### src/rtl/pwm_breather_if.sv
// Signal bundle for pwm_breather: counter/heartbeat/mode inputs and PWM status outputs.
// The master modport is the driving side; the slave modport is the breather itself.
interface pwm_breather_if #(
  parameter int CNT_W = 20,
  parameter int PWM_W = 8
);
  logic             enable;
  logic [CNT_W-1:0] cnt_in;
  logic             hearth_beat;
  logic             mode_manual;
  logic [PWM_W-1:0] duty_manual;
  logic             pwm_out;
  logic [PWM_W-1:0] duty_cur;
  logic [1:0]       phase;
  logic             period_start;

  modport master (
    output enable, cnt_in, hearth_beat, mode_manual, duty_manual,
    input  pwm_out, duty_cur, phase, period_start
  );

  modport slave (
    input  enable, cnt_in, hearth_beat, mode_manual, duty_manual,
    output pwm_out, duty_cur, phase, period_start
  );
endinterface

### src/rtl/pwm_breather.sv
// LED PWM with period-buffered duty and a heartbeat-stepped breathing fade (up, hold, down, hold).
// Optional macro PWM_BREATHER_GAMMA_EN applies a square-law curve to the fade duty.
module pwm_breather #(
  parameter int CNT_W      = 20,
  parameter int PWM_W      = 8,
  parameter int STEP       = 1,
  parameter int HOLD_STEPS = 4
) (
  input  logic          clk,
  input  logic          reset,
  pwm_breather_if.slave bus
);
  localparam int               HOLD_W    = (HOLD_STEPS > 1) ? $clog2(HOLD_STEPS) : 1;
  localparam logic [PWM_W-1:0] MAX       = {PWM_W{1'b1}};
  localparam logic [PWM_W-1:0] STEP_V    = PWM_W'(STEP);
  localparam logic [PWM_W-1:0] UP_LIMIT  = MAX - STEP_V;
  localparam logic [HOLD_W-1:0] HOLD_LAST = HOLD_W'(HOLD_STEPS - 1);

  typedef enum logic [1:0] {
    UP      = 2'b00,
    HOLD_HI = 2'b01,
    DOWN    = 2'b10,
    HOLD_LO = 2'b11
  } phase_t;

  phase_t             r_phase;
  logic               r_hb_q;
  logic               r_pwm;
  logic               r_period_start;
  logic [PWM_W-1:0]   r_duty_active;
  logic [PWM_W-1:0]   r_duty_target;
  logic [HOLD_W-1:0]  r_hold_cnt;

  logic [PWM_W-1:0]   w_cnt_lo;
  logic [PWM_W-1:0]   w_load;
  logic               w_step;
  logic               w_cnt_zero;

  assign w_cnt_lo   = bus.cnt_in[PWM_W-1:0];
  assign w_cnt_zero = (w_cnt_lo == '0);
  assign w_step     = bus.enable & ~bus.mode_manual & bus.hearth_beat & ~r_hb_q;

`ifdef PWM_BREATHER_GAMMA_EN
  logic [2*PWM_W-1:0] w_sq;
  assign w_sq   = {{PWM_W{1'b0}}, r_duty_target} * {{PWM_W{1'b0}}, r_duty_target};
  assign w_load = bus.mode_manual ? bus.duty_manual : w_sq[2*PWM_W-1:PWM_W];
`else
  assign w_load = bus.mode_manual ? bus.duty_manual : r_duty_target;
`endif

  always_ff @(posedge clk) begin
    if (reset) begin
      r_pwm          <= 1'b0;
      r_period_start <= 1'b0;
      r_duty_active  <= '0;
      r_duty_target  <= '0;
      r_phase        <= UP;
      r_hold_cnt     <= '0;
      r_hb_q         <= 1'b1;   // a heartbeat high across reset release must not step
    end else begin
      r_hb_q <= bus.hearth_beat;

      // Duty only changes at the period boundary, so the pulse never glitches.
      if (!bus.enable) begin
        r_pwm          <= 1'b0;
        r_period_start <= 1'b0;
      end else begin
        r_period_start <= w_cnt_zero;
        if (w_cnt_zero) begin
          r_duty_active <= w_load;
          r_pwm         <= (w_load != '0);
        end else begin
          r_pwm <= (w_cnt_lo < r_duty_active);
        end
      end

      if (w_step) begin
        unique case (r_phase)
          UP: begin
            if (r_duty_target >= UP_LIMIT) begin
              r_duty_target <= MAX;
              r_hold_cnt    <= '0;
              r_phase       <= HOLD_HI;
            end else begin
              r_duty_target <= r_duty_target + STEP_V;
            end
          end
          HOLD_HI: begin
            if (r_hold_cnt == HOLD_LAST) r_phase <= DOWN;
            else                         r_hold_cnt <= r_hold_cnt + 1'b1;
          end
          DOWN: begin
            if (r_duty_target <= STEP_V) begin
              r_duty_target <= '0;
              r_hold_cnt    <= '0;
              r_phase       <= HOLD_LO;
            end else begin
              r_duty_target <= r_duty_target - STEP_V;
            end
          end
          HOLD_LO: begin
            if (r_hold_cnt == HOLD_LAST) r_phase <= UP;
            else                         r_hold_cnt <= r_hold_cnt + 1'b1;
          end
        endcase
      end
    end
  end

  assign bus.pwm_out      = r_pwm;
  assign bus.duty_cur     = r_duty_active;
  assign bus.phase        = r_phase;
  assign bus.period_start = r_period_start;
endmodule

### src/flat_wrapper.sv
// flat-port wrapper written by rule: the top's interface ports become plain ports
module pwm_breather_flat 
#(
  parameter int CNT_W      = 20,
  parameter int PWM_W      = 8,
  parameter int STEP       = 1,
  parameter int HOLD_STEPS = 4
)
  (clk, reset, bus_enable, bus_cnt_in, bus_hearth_beat, bus_mode_manual, bus_duty_manual, bus_pwm_out, bus_duty_cur, bus_phase, bus_period_start);
  pwm_breather_if #(.CNT_W(CNT_W), .PWM_W(PWM_W)) bus_i ();
  input  logic clk;
  input  logic reset;
  input wire logic [$bits(bus_i.enable)-1:0] bus_enable;
  input wire logic [$bits(bus_i.cnt_in)-1:0] bus_cnt_in;
  input wire logic [$bits(bus_i.hearth_beat)-1:0] bus_hearth_beat;
  input wire logic [$bits(bus_i.mode_manual)-1:0] bus_mode_manual;
  input wire logic [$bits(bus_i.duty_manual)-1:0] bus_duty_manual;
  output wire logic [$bits(bus_i.pwm_out)-1:0] bus_pwm_out;
  output wire logic [$bits(bus_i.duty_cur)-1:0] bus_duty_cur;
  output wire logic [$bits(bus_i.phase)-1:0] bus_phase;
  output wire logic [$bits(bus_i.period_start)-1:0] bus_period_start;
  assign bus_i.enable = bus_enable;
  assign bus_i.cnt_in = bus_cnt_in;
  assign bus_i.hearth_beat = bus_hearth_beat;
  assign bus_i.mode_manual = bus_mode_manual;
  assign bus_i.duty_manual = bus_duty_manual;
  assign bus_pwm_out = bus_i.pwm_out;
  assign bus_duty_cur = bus_i.duty_cur;
  assign bus_phase = bus_i.phase;
  assign bus_period_start = bus_i.period_start;
  pwm_breather #(.CNT_W(CNT_W), .PWM_W(PWM_W), .STEP(STEP), .HOLD_STEPS(HOLD_STEPS)) u_core (.clk(clk), .reset(reset), .bus(bus_i));
endmodule
### config.mk
export PLATFORM = sky130hd
export DESIGN_NAME = pwm_breather_flat
export DESIGN_NICKNAME = d
export VERILOG_FILES = /design/src/rtl/pwm_breather_if.sv /design/src/rtl/pwm_breather.sv /design/src/flat_wrapper.sv
export SDC_FILE = /design/constraint.sdc
export NUM_CORES = 1
export LEC_CHECK = 0
export ABC_CLOCK_PERIOD_IN_PS = 2900
export CAP_MARGIN = 20
export CORE_MARGIN = 2
export CORE_UTILIZATION = 45
export CTS_BUF_LIST = sky130_fd_sc_hd__clkbuf_16
export DETAILED_ROUTE_END_ITERATION = 8
export HOLD_SLACK_MARGIN = 0.06
export PLACE_DENSITY = 0.87
export SYNTH_ARGS = -nofsm -noshare
export SYNTH_HDL_FRONTEND = slang
export SYNTH_SLANG_ARGS = --single-unit
### constraint.sdc
create_clock -name clk -period 2.9 [get_ports clk]
set_clock_uncertainty 0.15 [all_clocks]
set_input_delay 0.435 -clock clk [delete_from_list [all_inputs] [get_ports clk]]
set_output_delay 0.435 -clock clk [all_outputs]
set_load 0.01 [all_outputs]
==> impl_metrics.py, run 1 <==
metrics = {
    "timing": {
        "tightest_slew_ns": 0.456,
        "fin_crit_ns": 2.35,
        "clock.fmax_mhz": 426,
        "final_max_slew_viol_count": 0,
        "hold_viol": 0,
        "rsz0062_at_grt": "false",
        "slew_headroom": 0.693,
        "finalSetupViolCount": 0,
        "worst_slack_ns": 0.550,
        "finalCritPeriodShare": 0.810,
        "setup_tns_ns": 0,
    },
    "synth": {
        "yosysSeqAreaShare": 0.283,
        "syn_inst": 202,
        "yosys.area.top_type": "dfxtp_1",
        "synth_most_common_cell": "nor2_1",
        "avgSynthCellArea_sq_um": 8.05,
        "synth_warnings": 0,
        "synth_edf_count": 0,
        "synth_area_leaders": "dfxtp_1 28%, ha_1 12%, a211oi_1 7.9%",
        "synth_common_cells": "28 x nor2_1, 23 x dfxtp_1, 17 x a211oi_1",
        "synth.distinct_cells": 41,
        "syn_area_sq_um": 1630,
        "synth-seq-cells": 23,
        "synth_top_area_share": 0.283,
        "async_reset_ff_frac": 0,
        "synthesis.nets": 251,
        "synthFlopType": "dfxtp_1",
    },
    "layout": {
        "area_growth_pct": 27.0,
        "finalNetCount": 280,
        "insertedDiodeCount": 0,
        "drive_above_1_share": 0.0739,
    },
    "setup_path": {
        "cp-endpoint": "u_core.r_duty_target[3]",
        "critPathMaxFanout": 12,
        "critPathCaptureType": "flip-flop",
        "critical_path_required_ns": 2.89,
        "criticalPathCategory": "reg -> reg",
        "r2r-start": "u_core.r_duty_target[0]",
        "worstSetupStartpointType": "flip-flop",
        "crit_arrival_ns": 2.34,
        "worstSetupStartpoint": "u_core.r_duty_target[0]",
        "r2r.worst_path.cells": 7,
        "r2r_setup_slack_ns": 0.55,
        "r2r_end": "u_core.r_duty_target[3]",
    },
    "clocking": {
        "cts-htree-levels": 1,
        "cts_root_buf": "clkbuf_16",
        "clk_latency_ns": 0.25,
        "cts.sinks": 23,
        "cts_made_buffers": 3,
        "cts_tree": "done",
        "cts.repair.resized": 0,
        "clk_pin_slew_ns": 0.06,
        "hold_buffers": 0,
        "clk_path_buf_depth": 2,
        "cts_setup_buffers": 0,
    },
    "grt": {
        "overflow": 0,
        "grt_pass1_wl_mm": 6.70,
        "grt_max_degree": 24,
        "grtUsageTotal": 0.203,
        "antenna_found_initial": 0,
        "grt_pass1_vias": 1500,
    },
    "route": {
        "route.detailed.drc": 0,
        "num_vias": 1568,
        "ant_nets": 0,
        "first_pass_iters": 4,
        "wl_per_cell_um": 14.4,
        "wl_mm": 3.99,
        "avgViaCountPerCell": 5.68,
        "drtIter0Drc": 95,
    },
    "die": {
        "die_w_um": 64.1,
        "core.rowCount": 21,
        "dieArea_sq_um": 4110,
        "die_h_um": 64.1,
        "initial_core_util": 0.476,
        "io_pins": 45,
        "core_area_sq_um": 3420,
    },
    "placed_design": {
        "post-place-ws_ns": 0.598,
        "port_buffers": 32,
        "gp_congestion": 0.913,
        "dp_hpwl_mm": 2.96,
    },
    "power_and_ir_drop": {
        "p_total_mw": 0.712,
        "seqPwrFrac": 0.458,
        "peakVddDrop_uv": 281,
        "power_density_nw_per_um2": 345,
        "netSwitchingFraction": 0.225,
        "power.internal_mw": 0.552,
        "leakage_nw": 0.742,
        "clockPowerShare": 0.419,
        "switchingPower_mw": 0.160,
        "comb_power_share": 0.123,
    },
    "hold_path": {
        "hp-class": "reg -> reg",
    },
    "run": {
        "maxCapViolCount": 0,
    },
    "outcome": {
        "outcome": "finished, final reports clean",
    },
}
final cells by class:
cell class	count	area, sq um
Clock inverter	1	5.00
Multi-Input combinational cell	151	1050
Sequential cell	23	460
Inverter	15	56.3
Tap cell	46	57.6
Timing Repair Buffer	37	358
Fill cell	301	1350
Clock buffer	3	75.1
worst min-delay path by stage:
| stage | end | slack (ns) | cells past startpoint | startpoint |
|---|---|---|---|---|
| after floorplan | u_core.r_hold_cnt[1] | 0.31 | 2 | u_core.r_hold_cnt[1] |
| after global placement | u_core.r_hold_cnt[1] | 0.32 | 2 | u_core.r_hold_cnt[1] |
| after detailed placement | u_core.bus.duty_cur[2] | 0.33 | 2 | u_core.bus.duty_cur[2] |
| after CTS | u_core.bus.duty_cur[6] | 0.34 | 2 | u_core.bus.duty_cur[6] |
| after global routing | u_core.bus.duty_cur[1] | 0.36 | 2 | u_core.bus.duty_cur[1] |
| final | u_core.bus.duty_cur[6] | 0.34 | 2 | u_core.bus.duty_cur[6] |
per-layer routing:
metal / track usage / vias to the layer above / wire, um
li1: - / 803 / -
met1: 0.248 / 709 / 1860
met2: 0.367 / 50 / 1890
met3: 0.0299 / 6 / 187
met4: 0.0585 / 0 / 46
met5: 0 / - / 0
cell usage in the layout (no fill, tap or decap), types with 4 or more instances in the layout:
master / instances
nor4_1: 4
nor3_1: 5
inv_1: 15
a211oi_1: 17
nand2_1: 6
nand4_1: 4
nor2b_1: 6
mux2i_1: 6
nor2_1: 28
o21ai_0: 8
dfxtp_1: 23
a21oi_1: 9
clkdlybuf4s50_1: 32
nand3_1: 8
buf_4: 5
ha_1: 16
critical path, cell delays in order (launching register included):
cell and delay (ns):
dfxtp_1 0.57, inv_1 0.16, ha_1 0.24, o211ai_1 0.15, o21ai_0 0.19, a21boi_1 0.44, o221a_2 0.28, nor3_1 0.04
stage by stage:
step / utilization / cells / cell area [sq um] / hold WS [ns]
floorplan: - / 202 / 1630 / 0.308
global placement: 0.581 / 272 / 1980 / 0.321
detailed placement: 0.581 / 272 / 1980 / 0.332
CTS: 0.604 / 276 / 2060 / 0.343
global route: 0.604 / 276 / 2060 / 0.362
finish: 0.604 / 276 / 2060 / 0.343
flip-flops by register name, indices dropped and copies added, names as in the netlist:
signal / count
u_core.bus.duty_cur: 8
u_core.bus.period_start: 1
u_core.bus.phase: 2
u_core.bus.pwm_out: 1
u_core.r_duty_target: 8
u_core.r_hb_q: 1
u_core.r_hold_cnt: 2
power groups by stage:
stage,sequential (mW),combinational (mW),clock [mW]
after floorplan,0.329,0.0450,0
after global placement,0.333,0.0843,0
after detailed placement,0.333,0.0857,0
after CTS,0.326,0.0869,0.302
after global routing,0.326,0.0965,0.320
final,0.326,0.0875,0.299
logic make-up after synthesis:
logic type | after synthesis | share of synthesized area
fa+ha+maj | 16 | 0.123
simple gates | 74 | 0.239
mux | 6 | 0.0370
compound gates | 55 | 0.249
buf+inv | 28 | 0.0693
flops | 23 | 0.283
Power figures use the tool's default switching activity.
==> inputs of run 2 (changes only) <==
--- a/config.mk
+++ b/config.mk
@@ -5,7 +5,7 @@
 export SDC_FILE = /design/constraint.sdc
 export NUM_CORES = 1
 export LEC_CHECK = 0
-export ABC_CLOCK_PERIOD_IN_PS = 2900
+export ABC_CLOCK_PERIOD_IN_PS = 2400
 export CAP_MARGIN = 20
 export CORE_MARGIN = 2
 export CORE_UTILIZATION = 45
==> constraint.sdc (replaced) <==
create_clock -name clk -period 2.4 [get_ports clk]
set_clock_uncertainty 0.15 [all_clocks]
set_input_delay 0.36 -clock clk [delete_from_list [all_inputs] [get_ports clk]]
set_output_delay 0.36 -clock clk [all_outputs]
set_load 0.01 [all_outputs]
==> impl_metrics.py, run 2 (synthesized netlist as in run 1, its figures left out) <==
metrics = {
    "route": {
        "route.detailed.drc": 0,
        "wl_mm": 3.97,
        "first_pass_iters": 4,
        "highest_layer": "met4",
        "wl_per_cell_um": 14.1,
        "avgViaCountPerCell": 5.77,
        "wl_met2_mm": 1.92,
        "drtIter0Drc": 65,
        "ant_nets": 0,
        "dr_wl_met3_um": 231,
        "wl_met1_mm": 1.74,
        "num_vias": 1627,
    },
    "timing": {
        "slew_headroom": 0.662,
        "hold_viol": 0,
        "rsz0062_at_grt": "false",
        "finalCritPeriodShare": 0.885,
        "finalSetupViolCount": 0,
        "clock.fmax_mhz": 471,
        "final_max_slew_viol_count": 0,
        "fin_crit_ns": 2.12,
        "tightest_slew_ns": 0.494,
        "setup_tns_ns": 0,
    },
    "layout": {
        "final_common_cell": "clkdlybuf4s50_1",
        "fin_area_sq_um": 2110,
        "mostFrequentLayoutCells": "32 x clkdlybuf4s50_1, 28 x nor2_1, 23 x dfxtp_1",
        "drive_above_1_share": 0.0975,
        "area_growth_pct": 29.8,
        "finalNetCount": 286,
        "final_cells": 282,
        "post-route-util": 0.618,
        "insertedDiodeCount": 0,
    },
    "die": {
        "core_area_sq_um": 3420,
        "initial_core_util": 0.476,
        "core.rowCount": 21,
        "dieArea_sq_um": 4110,
        "die_w_um": 64.1,
        "io_pins": 45,
        "die_h_um": 64.1,
    },
    "placed_design": {
        "dpl_cell_area_sq_um": 2030,
        "gp_congestion": 0.887,
        "dp_hpwl_mm": 2.95,
        "dp.cells": 278,
        "port_buffers": 32,
    },
    "clocking": {
        "clk_latency_ns": 0.26,
        "clk_path_buf_depth": 2,
        "cts-htree-levels": 1,
        "clk_pin_slew_ns": 0.06,
        "cts_tree": "done",
        "cts_setup_buffers": 0,
        "cts.sinks": 23,
        "cts_root_buf": "clkbuf_16",
        "hold_buffers": 0,
        "cts.repair.resized": 0,
        "cts_made_buffers": 3,
    },
    "grt": {
        "antenna_found_initial": 0,
        "overflow": 0,
        "grtUsageTotal": 0.210,
        "grt_pass1_wl_mm": 6.93,
        "grt_pass1_vias": 1616,
        "grt_max_degree": 24,
    },
    "hold_path": {
        "hp-class": "reg -> reg",
    },
    "power_and_ir_drop": {
        "power_density_nw_per_um2": 411,
        "leakage_nw": 0.774,
        "peakVddDrop_uv": 273,
    },
    "setup_path": {
        "critPathMaxFanout": 9,
        "critical_path_required_ns": 2.40,
        "worstSetupStartpointType": "flip-flop",
        "critPathCaptureType": "flip-flop",
        "criticalPathCategory": "reg -> reg",
        "crit_arrival_ns": 2.12,
    },
    "outcome": {
        "outcome": "finished, final reports clean",
    },
    "run": {
        "maxCapViolCount": 0,
    },
}
run 2: final timing paths:
check	start	depth (start not counted)	end	slack, ns
setup / recovery	u_core.r_duty_target[4]	5	u_core.r_hold_cnt[1]	0.28
hold / removal	u_core.bus.duty_cur[3]	2	u_core.bus.duty_cur[3]	0.34
setup reg to reg	u_core.r_duty_target[4]	5	u_core.r_hold_cnt[1]	0.28
hold reg to reg	u_core.bus.duty_cur[3]	2	u_core.bus.duty_cur[3]	0.34
run 2: critical path: stages (launching register included):
cell,delay [ns]
dfxtp_1,0.38
or4_4,0.55
o31ai_4,0.42
nand4_1,0.23
a32oi_1,0.23
nor2_1,0.05
run 2: layout make-up:
type / count / area, sq um
well taps: 46 / 57.6
flip-flops and latches: 23 / 460
repair buffers: 43 / 403
fillers: 286 / 1310
clock inverters: 1 / 5.00
clock buffers: 3 / 75.1
inverters: 15 / 56.3
multi-input cells: 151 / 1050
run 2: metrics by stage:
| step | hold slack [ns] | setup slack, ns | power, mW |
|---|---|---|---|
| 2_1_floorplan | 0.294 | 0.237 | 0.452 |
| 3_3_place_gp | 0.325 | 0.128 | 0.506 |
| 3_5_place_dp | 0.332 | 0.104 | 0.507 |
| 4_1_cts | 0.341 | 0.277 | 0.879 |
| 5_1_grt | 0.384 | 0.115 | 0.906 |
| 6_report | 0.337 | 0.275 | 0.867 |
run 2: metal layers:
metal | vias up | GRT usage
li1 | 813 | -
met1 | 743 | 0.252
met2 | 60 | 0.374
met3 | 11 | 0.0423
met4 | 0 | 0.0665
met5 | - | 0
run 2: power breakdown:
part	leakage (nW)	internal, mW	switching [mW]
registers	0.186	0.386	0.00421
logic	0.547	0.0582	0.0511
clock network	0.0409	0.224	0.143
total	0.774	0.669	0.198
